[src/rtl/procyon_ccu_sched_pkg.sv]
// Shared BIU encodings, scheduler state type and sizing helper for the CCU scheduler.
// Imported by the interface, the round-robin picker and the scheduler top.
package procyon_ccu_sched_pkg;

    localparam int PCYN_BIU_FUNC_WIDTH = 3;
    localparam logic [PCYN_BIU_FUNC_WIDTH-1:0] PCYN_BIU_FUNC_READ  = 3'b000;
    localparam logic [PCYN_BIU_FUNC_WIDTH-1:0] PCYN_BIU_FUNC_WRITE = 3'b001;

    localparam int PCYN_BIU_LEN_WIDTH = 3;
    localparam logic [PCYN_BIU_LEN_WIDTH-1:0] PCYN_BIU_LEN_32B = 3'b011;

    typedef enum logic [1:0] {
        PCYN_CCU_SCHED_STATE_IDLE = 2'b00,
        PCYN_CCU_SCHED_STATE_BUSY = 2'b01,
        PCYN_CCU_SCHED_STATE_DONE = 2'b10
    } ccu_sched_state_t;

    // A single requester still needs a one-bit pointer so that port widths stay legal.
    function automatic int ptr_width(input int n);
        return (n > 1) ? $clog2(n) : 1;
    endfunction

endpackage

[src/rtl/procyon_ccu_sched_if.sv]
// Requester and BIU signal bundle for the CCU scheduler.
// The scheduler uses the master modport; requesters plus the BIU sit on the slave side.
interface procyon_ccu_sched_if #(
    parameter int ADDR_WIDTH = 32,
    parameter int LINE_SIZE  = 32,
    parameter int NUM_REQ    = 3
);
    import procyon_ccu_sched_pkg::*;

    localparam int LINE_WIDTH = LINE_SIZE * 8;

    logic [NUM_REQ-1:0]             req_valid;
    logic [NUM_REQ-1:0]             req_we;
    logic [ADDR_WIDTH-1:0]          req_addr  [NUM_REQ];
    logic [LINE_WIDTH-1:0]          req_wdata [NUM_REQ];
    logic [NUM_REQ-1:0]             req_grant;
    logic [NUM_REQ-1:0]             req_done;
    logic [LINE_WIDTH-1:0]          req_rdata;

    logic                           biu_done;
    logic [LINE_WIDTH-1:0]          biu_rdata;
    logic                           biu_en;
    logic [PCYN_BIU_FUNC_WIDTH-1:0] biu_func;
    logic [PCYN_BIU_LEN_WIDTH-1:0]  biu_len;
    logic [LINE_SIZE-1:0]           biu_sel;
    logic [ADDR_WIDTH-1:0]          biu_addr;
    logic [LINE_WIDTH-1:0]          biu_wdata;

    modport master (
        input  req_valid, req_we, req_addr, req_wdata, biu_done, biu_rdata,
        output req_grant, req_done, req_rdata,
        output biu_en, biu_func, biu_len, biu_sel, biu_addr, biu_wdata
    );

    modport slave (
        output req_valid, req_we, req_addr, req_wdata, biu_done, biu_rdata,
        input  req_grant, req_done, req_rdata,
        input  biu_en, biu_func, biu_len, biu_sel, biu_addr, biu_wdata
    );

endinterface

[src/rtl/procyon_ccu_sched_rr_picker.sv]
// Round-robin picker: one-hot choice of the lowest set mask bit at or above the pointer,
// wrapping to bit 0, plus an any-valid flag.
module procyon_ccu_sched_rr_picker #(
    parameter int WIDTH     = 3,
    parameter int PTR_WIDTH = 2
) (
    input  logic [WIDTH-1:0]     mask,
    input  logic [PTR_WIDTH-1:0] ptr,
    output logic [WIDTH-1:0]     pick,
    output logic                 any
);

    logic found;

    // First pass covers indices at or above the pointer; the second pass handles the wrap.
    always_comb begin
        pick  = '0;
        found = 1'b0;
        for (int j = 0; j < WIDTH; j++) begin
            if (!found && mask[j] && (j >= int'(ptr))) begin
                pick[j] = 1'b1;
                found   = 1'b1;
            end
        end
        for (int j = 0; j < WIDTH; j++) begin
            if (!found && mask[j]) begin
                pick[j] = 1'b1;
                found   = 1'b1;
            end
        end
    end

    assign any = |mask;

endmodule

[src/rtl/procyon_ccu_sched.sv]
// CCU BIU scheduler: arbitrates full-line requests (writes first when enabled, otherwise
// round-robin) and runs exactly one BIU transaction at a time through IDLE/BUSY/DONE.
module procyon_ccu_sched
    import procyon_ccu_sched_pkg::*;
#(
    parameter int OPTN_ADDR_WIDTH   = 32,
    parameter int OPTN_DC_LINE_SIZE = 32,
    parameter int OPTN_NUM_REQ      = 3,
    parameter int OPTN_WR_PRIORITY  = 1
) (
    input  logic                  clk,
    input  logic                  rst,
    procyon_ccu_sched_if.master   bus
);

    localparam int DC_LINE_WIDTH = OPTN_DC_LINE_SIZE * 8;
    localparam int OFF_WIDTH     = $clog2(OPTN_DC_LINE_SIZE);
    localparam int PW            = ptr_width(OPTN_NUM_REQ);

    if (OPTN_DC_LINE_SIZE != 32) begin : g_bad_line_size
        $error("procyon_ccu_sched: OPTN_DC_LINE_SIZE must be 32");
    end
    if (OPTN_NUM_REQ < 1 || OPTN_NUM_REQ > 8) begin : g_bad_num_req
        $error("procyon_ccu_sched: OPTN_NUM_REQ must be 1..8");
    end

    ccu_sched_state_t               state;
    logic [PW-1:0]                  ptr;
    logic [PW-1:0]                  win;
    logic [OPTN_NUM_REQ-1:0]        grant;
    logic [OPTN_NUM_REQ-1:0]        done;
    logic                           biu_en;
    logic [PCYN_BIU_FUNC_WIDTH-1:0] func;
    logic [OPTN_ADDR_WIDTH-1:0]     addr;
    logic [DC_LINE_WIDTH-1:0]       wdata;
    logic [DC_LINE_WIDTH-1:0]       rdata;

    logic [OPTN_NUM_REQ-1:0]        wr_mask;
    logic [OPTN_NUM_REQ-1:0]        pick_wr;
    logic [OPTN_NUM_REQ-1:0]        pick_all;
    logic [OPTN_NUM_REQ-1:0]        pick;
    logic                           any_wr;
    logic                           any_all;
    logic [PW-1:0]                  pick_idx;

    assign wr_mask = bus.req_valid & bus.req_we;

    procyon_ccu_sched_rr_picker #(.WIDTH(OPTN_NUM_REQ), .PTR_WIDTH(PW)) u_pick_wr (
        .mask (wr_mask),
        .ptr  (ptr),
        .pick (pick_wr),
        .any  (any_wr)
    );

    procyon_ccu_sched_rr_picker #(.WIDTH(OPTN_NUM_REQ), .PTR_WIDTH(PW)) u_pick_all (
        .mask (bus.req_valid),
        .ptr  (ptr),
        .pick (pick_all),
        .any  (any_all)
    );

    // A pending victim writeback always goes out before any refill so a read never overtakes it.
    assign pick = ((OPTN_WR_PRIORITY != 0) && any_wr) ? pick_wr : pick_all;

    always_comb begin
        pick_idx = '0;
        for (int i = 0; i < OPTN_NUM_REQ; i++) begin
            if (pick[i]) pick_idx = PW'(i);
        end
    end

    always_ff @(posedge clk or posedge rst) begin
        if (rst) begin
            state  <= PCYN_CCU_SCHED_STATE_IDLE;
            ptr    <= '0;
            win    <= '0;
            grant  <= '0;
            done   <= '0;
            biu_en <= 1'b0;
            func   <= PCYN_BIU_FUNC_READ;
            addr   <= '0;
            wdata  <= '0;
            rdata  <= '0;
        end else begin
            case (state)
                PCYN_CCU_SCHED_STATE_IDLE: begin
                    done <= '0;
                    if (any_all) begin
                        grant  <= pick;
                        win    <= pick_idx;
                        func   <= bus.req_we[pick_idx] ? PCYN_BIU_FUNC_WRITE : PCYN_BIU_FUNC_READ;
                        addr   <= {bus.req_addr[pick_idx][OPTN_ADDR_WIDTH-1:OFF_WIDTH], OFF_WIDTH'(0)};
                        wdata  <= bus.req_wdata[pick_idx];
                        biu_en <= 1'b1;
                        state  <= PCYN_CCU_SCHED_STATE_BUSY;
                    end
                end
                PCYN_CCU_SCHED_STATE_BUSY: begin
                    if (bus.biu_done) begin
                        if (func == PCYN_BIU_FUNC_READ) rdata <= bus.biu_rdata;
                        done   <= grant;
                        biu_en <= 1'b0;
                        ptr    <= (win == PW'(OPTN_NUM_REQ - 1)) ? '0 : win + PW'(1);
                        state  <= PCYN_CCU_SCHED_STATE_DONE;
                    end
                end
                PCYN_CCU_SCHED_STATE_DONE: begin
                    done  <= '0;
                    grant <= '0;
                    state <= PCYN_CCU_SCHED_STATE_IDLE;
                end
                default: begin
                    state <= PCYN_CCU_SCHED_STATE_IDLE;
                end
            endcase
        end
    end

    assign bus.req_grant = grant;
    assign bus.req_done  = done;
    assign bus.req_rdata = rdata;
    assign bus.biu_en    = biu_en;
    assign bus.biu_func  = func;
    assign bus.biu_len   = PCYN_BIU_LEN_32B;
    assign bus.biu_sel   = '1;
    assign bus.biu_addr  = addr;
    assign bus.biu_wdata = wdata;

endmodule
[src/flat_wrapper.sv]
// flat-port wrapper written by rule: the top's interface ports become plain ports
module procyon_ccu_sched_flat import procyon_ccu_sched_pkg::*;
#(
    parameter int OPTN_ADDR_WIDTH   = 32,
    parameter int OPTN_DC_LINE_SIZE = 32,
    parameter int OPTN_NUM_REQ      = 3,
    parameter int OPTN_WR_PRIORITY  = 1
)
  (clk, rst, bus_req_valid, bus_req_we, bus_req_addr, bus_req_wdata, bus_biu_done, bus_biu_rdata, bus_req_grant, bus_req_done, bus_req_rdata, bus_biu_en, bus_biu_func, bus_biu_len, bus_biu_sel, bus_biu_addr, bus_biu_wdata);
  procyon_ccu_sched_if bus_i ();
  input  logic clk;
  input  logic rst;
  input wire logic [$bits(bus_i.req_valid)-1:0] bus_req_valid;
  input wire logic [$bits(bus_i.req_we)-1:0] bus_req_we;
  input wire logic [$bits(bus_i.req_addr)-1:0] bus_req_addr;
  input wire logic [$bits(bus_i.req_wdata)-1:0] bus_req_wdata;
  input wire logic [$bits(bus_i.biu_done)-1:0] bus_biu_done;
  input wire logic [$bits(bus_i.biu_rdata)-1:0] bus_biu_rdata;
  output wire logic [$bits(bus_i.req_grant)-1:0] bus_req_grant;
  output wire logic [$bits(bus_i.req_done)-1:0] bus_req_done;
  output wire logic [$bits(bus_i.req_rdata)-1:0] bus_req_rdata;
  output wire logic [$bits(bus_i.biu_en)-1:0] bus_biu_en;
  output wire logic [$bits(bus_i.biu_func)-1:0] bus_biu_func;
  output wire logic [$bits(bus_i.biu_len)-1:0] bus_biu_len;
  output wire logic [$bits(bus_i.biu_sel)-1:0] bus_biu_sel;
  output wire logic [$bits(bus_i.biu_addr)-1:0] bus_biu_addr;
  output wire logic [$bits(bus_i.biu_wdata)-1:0] bus_biu_wdata;
  assign bus_i.req_valid = bus_req_valid;
  assign bus_i.req_we = bus_req_we;
  assign bus_i.req_addr = {>>{bus_req_addr}};
  assign bus_i.req_wdata = {>>{bus_req_wdata}};
  assign bus_i.biu_done = bus_biu_done;
  assign bus_i.biu_rdata = bus_biu_rdata;
  assign bus_req_grant = bus_i.req_grant;
  assign bus_req_done = bus_i.req_done;
  assign bus_req_rdata = bus_i.req_rdata;
  assign bus_biu_en = bus_i.biu_en;
  assign bus_biu_func = bus_i.biu_func;
  assign bus_biu_len = bus_i.biu_len;
  assign bus_biu_sel = bus_i.biu_sel;
  assign bus_biu_addr = bus_i.biu_addr;
  assign bus_biu_wdata = bus_i.biu_wdata;
  procyon_ccu_sched #(.OPTN_ADDR_WIDTH(OPTN_ADDR_WIDTH), .OPTN_DC_LINE_SIZE(OPTN_DC_LINE_SIZE), .OPTN_NUM_REQ(OPTN_NUM_REQ), .OPTN_WR_PRIORITY(OPTN_WR_PRIORITY)) u_core (.clk(clk), .rst(rst), .bus(bus_i));
endmodule
[config.mk]
export PLATFORM = sky130hd
export DESIGN_NAME = procyon_ccu_sched_flat
export DESIGN_NICKNAME = d
export VERILOG_FILES = /design/src/rtl/procyon_ccu_sched_pkg.sv /design/src/rtl/procyon_ccu_sched_if.sv /design/src/rtl/procyon_ccu_sched_rr_picker.sv /design/src/rtl/procyon_ccu_sched.sv /design/src/flat_wrapper.sv
export SDC_FILE = /design/constraint.sdc
export NUM_CORES = 1
export LEC_CHECK = 0
export CAP_MARGIN = 10
export CORE_AREA = 5 5 668 670
export DETAILED_ROUTE_END_ITERATION = 10
export DIE_AREA = 0 0 673 675
export GPL_ROUTABILITY_DRIVEN = 0
export PLACE_DENSITY = 0.34
export SETUP_SLACK_MARGIN = 0.2
export SLEW_MARGIN = 20
export SYNTH_ARGS = -nofsm -noshare
export SYNTH_HDL_FRONTEND = slang
export SYNTH_SLANG_ARGS = --single-unit
[constraint.sdc]
create_clock -name clk -period 26.7 [get_ports clk]
set_input_delay 4.005 -clock clk [delete_from_list [all_inputs] [get_ports clk]]
set_output_delay 4.005 -clock clk [all_outputs]
set_load 0.05 [all_outputs]
==> run_results.csv, run 1 <==
group,metric,value,unit
status,status,"finished, final reports clean",
final_layout,final_area,0.0523,sq mm
floorplan,die-area,0.454,sq mm
timing,fin_ws,17810,ps
floorplan,design.portCount,1718,
place,pre_cts_ws,17160,ps
timing,rsz0062_at_grt,"no",
final_layout,final_core_util,0.119,
timing,finalHoldViolations,0,
job,cap_violations,0,
place,port-buffer-count,1660,
synthesis,synth.area.top_cells,"dfrtp_1 54%, mux2i_1 11%, mux2_2 11%, o211ai_1 8.3%, nand3_1 5.6%",
global_routing,grt_use_total,0.129,
clock_tree,hold_buffers,0,
timing,holdWs,478,ps
global_routing,grt_pass1_vias,27500,
final_layout,regArea,0.0138,sq mm
timing,setup_viol,0,
clock_tree,clock_sinks,553,
place,dp_hpwl,270000,um
global_routing,grt_antenna_before_repair,327,
setup_path,crit_path_start_kind,"primary input",
synthesis,ys_ff_latch,553,
routing,via_per_inst,2.73,
setup_path,crit_required,27290,ps
timing,fin_crit,8890,ps
timing,finalCritPeriodShare,0.333,
setup_path,endpoint_kind,"register",
pwr,p_per_area,130,mW/mm^2
clock_tree,post_cts_buffers,0,
setup_path,worstReg2RegStart,"u_core.ptr[0]$_DFFE_PP0P_",
synthesis,netlist.area_leader.share,0.538,
timing,fmax,112,MHz
floorplan,fp.dieH,675,um
clock_tree,clkLatencyLatePin,860,ps
routing,vias,27000,
timing,finalMaxSlewViolations,0,
clock_tree,cts_max_level,3,
floorplan,rows,244,
timing,relSlewSlack,0.0697,
synthesis,yosys.area.top_type,"dfrtp_1",
worst_hold_path,worstHoldStart,"u_core.win[1]$_DFFE_PP0P_",
clock_tree,clk_pin_slew,60,ps
routing,dr.pass1.iters,5,
final_layout,area_growth,103,%
floorplan,start_util,0.0585,
routing,antenna_left,0,
clock_tree,ctsResizeCount,0,
setup_path,critical_path_class,"primary input to register",
synthesis,synthCells,2242,
pwr,p_leak,19.5,nW
setup_path,startpoint,"bus_req_valid[0]",
setup_path,slowest_stage,"mux2i_1",
final_layout,nNetsFinal,4986,
synthesis,syn-cell-area,0.0257,sq mm
clock_tree,cts_tree,"built",
floorplan,die_w,673,um
pwr,vdd_drop_max,0.0561,mV
timing,worstMarginPinSlew,1360,ps
place,place_area,0.0492,sq mm
routing,drt_iter0_drc,1451,
setup_path,arrival,9480,ps
setup_path,worstPathCellList,"clkdlybuf4s50_1, a22oi_1, and4b_1, a21oi_4, buf_4, buf_4, buf_4, buf_12, mux2i_1, o211ai_1",
routing,wirelength,308000,um
routing,drc_errors,0,
clock_tree,numCtsBuffers,89,
worst_hold_path,hp-class,"register to register",
final_layout,drive_above_1_share,0.118,
floorplan,coreArea,0.440,sq mm
clock_tree,cts_root_buffer,"clkbuf_16",
clock_tree,max-clock-path-buffers,4,
setup_path,cpPeakStageDelay,1150,ps
synthesis,synth-seq-area-share,0.538,
routing,wire_per_inst,31.1,um
timing,finalSetupTns,0,ps
timing,fin_skew,101,ps
setup_path,crit_top_cell,"buf_4",
synthesis,yosys_warnings,0,
global_routing,grt_max_degree,115,
global_routing,grt-ovfl-total,0,
global_routing,grt_pass1_wl,369000,um
synthesis,syn_avg_cell_area,11.5,sq um
final_layout,multi_input_area,0.0109,sq mm
setup_path,crit_fanout,79,
synthesis,synth_cell_types,35,
final_layout,n_fill_cell,50200,
## flip-flops by register name, summed over array words and instances, names as in the netlist
name and flops:
u_core.bus.req_done 3, u_core.bus.biu_addr 27, u_core.bus.req_rdata 256, u_core.win 2
u_core.bus.req_grant 3, u_core.bus.biu_en 1, u_core.ptr 2, u_core.bus.biu_func 1
u_core.state 2, u_core.bus.biu_wdata 256
## Yosys cell counts
| cell | number |
|---|---|
| a211oi_1 | 1 |
| a21o_1 | 1 |
| a21oi_1 | 4 |
| a221oi_4 | 1 |
| a22oi_1 | 2 |
| a311oi_1 | 1 |
| a41oi_1 | 1 |
| and2b_1 | 1 |
| and4b_1 | 2 |
| buf_1 | 8 |
| buf_2 | 89 |
| buf_4 | 51 |
| buf_6 | 1 |
| clkbuf_1 | 82 |
| clkbuf_4 | 1 |
| conb_1 | 2 |
| dfrtp_1 | 553 |
| inv_1 | 7 |
| mux2_1 | 10 |
| mux2_2 | 246 |
| mux2i_1 | 283 |
| nand2_1 | 295 |
| nand2b_1 | 4 |
| nand3_1 | 287 |
| nor2_1 | 2 |
| nor2b_1 | 2 |
| nor3_1 | 2 |
| nor3_2 | 1 |
| o211ai_1 | 283 |
| o21ai_0 | 9 |
| o21ai_1 | 5 |
| o21ai_2 | 1 |
| o22ai_1 | 2 |
| o31ai_1 | 1 |
| or3_1 | 1 |
## stage by stage
step                instances  total power [mW]
detailed placement       9670              5.68
global placement         9670              5.67
floorplan                2282              3.78
CTS                      9827              6.99
finish                   9894              6.81
global route             9843              7.10
## final cells by class
cell class,instances,share of cell area
repair buffers,1716,0.326
flip-flops and latches,553,0.265
multi-input cells,1490,0.208
well taps,5904,0.141
clock buffers,126,0.0479
clock inverters,31,0.00833
diodes,67,0.00321
inverters,7,0.000646
## final timing paths
kind,to,slack (ps),cells past startpoint
worst max-delay path,u_core.bus.biu_wdata[252]$_DFFE_PP0P_,17810,10
worst min-delay path,u_core.ptr[0]$_DFFE_PP0P_,480,1
worst max register to register,u_core.bus.biu_wdata[252]$_DFFE_PP0P_,21220,9
worst min register to register,u_core.ptr[0]$_DFFE_PP0P_,480,1
max in group asynchronous,u_core.bus.req_rdata[153]$_DFFE_PP0P_,19650,6
min in group asynchronous,u_core.bus.req_rdata[89]$_DFFE_PP0P_,3610,2
## layer usage
layer / track usage / part of all wire
met5: 0 / 0.0036
met1: 0.145 / 0.39
met4: 0.0281 / 0.025
met3: 0.0714 / 0.12
met2: 0.213 / 0.47
## cells in the final DEF (no fill, tap or decap), types with 2 or more instances in the layout
master,Yosys,layout
nor2b_1,2,2
a22oi_1,2,2
diode_2,0,67
dfrtp_1,553,553
nand2b_1,4,3
o21ai_0,9,9
mux2_2,246,246
o22ai_1,2,2
nand3_1,287,287
clkinv_2,0,7
o21ai_1,5,5
buf_4,51,67
buf_12,0,3
clkinv_4,0,4
mux2i_2,0,4
nor3_1,2,2
clkinv_8,0,2
clkbuf_8,0,14
inv_1,7,6
inv_6,0,4
o211ai_1,283,283
clkbuf_1,82,23
conb_1,2,42
clkdlybuf4s50_1,0,1645
and4b_1,2,2
clkinvlp_4,0,5
nand2_1,295,295
mux2_1,10,10
mux2i_1,283,279
a21oi_1,4,3
bufinv_16,0,8
clkbuf_16,0,89
## power breakdown
part | total, mW | switching [mW] | internal [mW]
sequential | 1.52 | 0.253 | 1.26
combinational | 4.05 | 2.81 | 1.24
clock | 1.24 | 0.507 | 0.732
total | 6.81 | 3.57 | 3.24
## kinds of logic (layout without fill, tap and decap cells)
| kind of cell | Yosys count | count (layout) | share of synthesized area |
|---|---|---|---|
| AND/OR/NAND/NOR | 597 | 597 | 0.103 |
| flip-flops | 553 | 553 | 0.538 |
| multiplexers | 539 | 539 | 0.222 |
| AO/OA/AOI/OAI | 312 | 312 | 0.0901 |
| buffers and inverters | 239 | 1880 | 0.0471 |
| other | 2 | 109 | 0.000292 |
## worst max-delay path: cells and delay by family
kind | cells | cell delay (ps)
buffers and inverters | 5 | 3110
AOI/OAI and AO/OA | 3 | 760
and+or+nand+nor | 1 | 250
muxes | 1 | 1150
Power figures use the tool's default switching activity.
==> inputs of run 2 (changes only) <==
Settings changed: CORE_AREA 5 5 668 670 to 5 5 665 667, DIE_AREA 0 0 673 675 to 0 0 670 672.
Clock period 26.7 ns to 7.4 ns, I/O delays scaled along.
==> run_results.csv, run 2 (same netlist as run 1, synthesis figures left out) <==
group,metric,value,unit
status,status,"finished, final reports clean",
routing,antenna_left,0,
pwr,p_sw_frac,0.528,
timing,fin_skew,92.4,ps
timing,finalMaxSlewViolations,0,
clock_tree,cts_max_level,3,
worst_hold_path,hp-class,"register to register",
floorplan,die-area,0.450,sq mm
global_routing,grt_max_degree,129,
setup_path,worstSetupPathDepth,8,
setup_path,crit_path_start_kind,"primary input",
setup_path,r2r.worst_path.cells,7,
final_layout,final_cell_mix,"1,640 x clkdlybuf4s50_1, 553 x dfrtp_1, 295 x nand2_1",
setup_path,worstPathCellList,"clkdlybuf4s50_1, a22oi_1, and4b_1, a21oi_4, buf_4, buf_12, mux2i_1, o211ai_1",
routing,wire_per_inst,31.9,um
global_routing,grt_pass1_wl,374000,um
setup_path,arrival,4720,ps
pwr,seq_power_share,0.216,
pwr,vdd_drop_max,0.269,mV
setup_path,endpoint_kind,"register",
place,port-buffer-count,1660,
global_routing,grt_pass1_vias,27600,
floorplan,start_util,0.0590,
global_routing,grt-ovfl-total,0,
pwr,p_per_area,482,mW/mm^2
global_routing,grt_antenna_before_repair,302,
timing,fmax,242,MHz
clock_tree,ctsResizeCount,0,
setup_path,cpPeakStageDelay,1060,ps
final_layout,area_growth,103,%
pwr,power.clock.fraction,0.185,
clock_tree,numCtsBuffers,90,
final_layout,final_core_util,0.120,
final_layout,regArea,0.0138,sq mm
setup_path,critPathBufInv,3,
clock_tree,cts_tree,"built",
setup_path,crit_fanout,95,
routing,wirelength,310000,um
pwr,intPower,11.9,mW
timing,fin_crit,4130,ps
global_routing,grt_use_total,0.132,
timing,worstMarginPinSlew,1280,ps
final_layout,multi_input_area,0.0109,sq mm
setup_path,slowest_stage,"mux2i_1",
job,cap_violations,0,
clock_tree,cts_root_buffer,"clkbuf_16",
floorplan,design.portCount,1718,
timing,setup_viol,0,
routing,dr.pass1.iters,5,
floorplan,coreArea,0.436,sq mm
worst_hold_path,hold_path_depth,1,
final_layout,drive_above_1_share,0.120,
routing,drt_iter0_drc,1701,
pwr,pwr-share-comb,0.599,
timing,finalCritPeriodShare,0.558,
final_layout,nNetsFinal,4980,
timing,rsz0062_at_grt,"no",
setup_path,cp_top_family,"buffers and inverters",
clock_tree,hold_buffers,0,
clock_tree,clk_pin_slew,60,ps
routing,drc_errors,0,
routing,vias,26800,
floorplan,rows,243,
routing,via_per_inst,2.76,
final_layout,final_common_cell,"clkdlybuf4s50_1",
floorplan,die_w,670,um
setup_path,crit_required,7990,ps
clock_tree,clkLatencyLatePin,860,ps
floorplan,fp.dieH,672,um
timing,finalHoldViolations,0,
setup_path,critical_path_class,"primary input to register",
final_layout,n_fill_cell,49900,
final_layout,final_area,0.0523,sq mm
pwr,p_switching,13.3,mW
clock_tree,post_cts_buffers,0,
clock_tree,clock_sinks,553,
pwr,p_leak,19.6,nW
place,place_area,0.0491,sq mm
timing,relSlewSlack,0.144,
clock_tree,max-clock-path-buffers,4,
place,dp_hpwl,271000,um
## run 2: cell type report
cell class,instances,share of cell area
Multi-Input combinational cell,1490,0.208
Clock inverter,33,0.0101
Clock buffer,128,0.0494
Antenna cell,42,0.00201
Inverter,7,0.000574
Tap cell,5757,0.138
Sequential cell,553,0.265
Timing Repair Buffer,1709,0.327
## run 2: routing by layer
metal	GRT usage	routed length, um	vias to the layer above
met4	0.0208	6650	132
met5	0	887	-
li1	-	-	11300
met3	0.0625	32300	519
met1	0.154	123000	13200
met2	0.223	148000	1603
## run 2: final timing paths
kind / slack [ps] / startpoint / to
max reg2reg: 3830 / u_core.ptr[0]$_DFFE_PP0P_ / u_core.bus.biu_wdata[244]$_DFFE_PP0P_
max in group asynchronous: 4780 / rst / u_core.bus.biu_wdata[183]$_DFFE_PP0P_
min in group asynchronous: 670 / rst / u_core.bus.req_rdata[170]$_DFFE_PP0P_
min reg2reg: 470 / u_core.win[1]$_DFFE_PP0P_ / u_core.ptr[0]$_DFFE_PP0P_
max: 3270 / bus_req_valid[0] / u_core.bus.biu_wdata[244]$_DFFE_PP0P_
min: 470 / u_core.win[1]$_DFFE_PP0P_ / u_core.ptr[0]$_DFFE_PP0P_
## run 2: power by group through the flow
stage / Sequential (mW) / Combinational [mW] / Clock, mW
floorplan: 10.5 / 3.08 / 0
global placement: 5.45 / 15.6 / 0
global route: 5.64 / 15.7 / 4.99
detailed placement: 5.49 / 15.6 / 0
finish: 5.46 / 15.1 / 4.66
CTS: 5.47 / 15.6 / 4.95
## run 2: metrics by stage
step	instances	setup WS [ps]	TNS, ps	hold WS [ps]	total power [mW]
final	9719	3270	0	467	25.2
after global routing	9682	3270	0	470	26.4
after CTS	9677	3430	0	464	26.1
after detailed placement	9516	2550	0	467	21.1
after global placement	9516	2590	0	461	21.1
after floorplan	2282	-1240	-683410	434	13.6
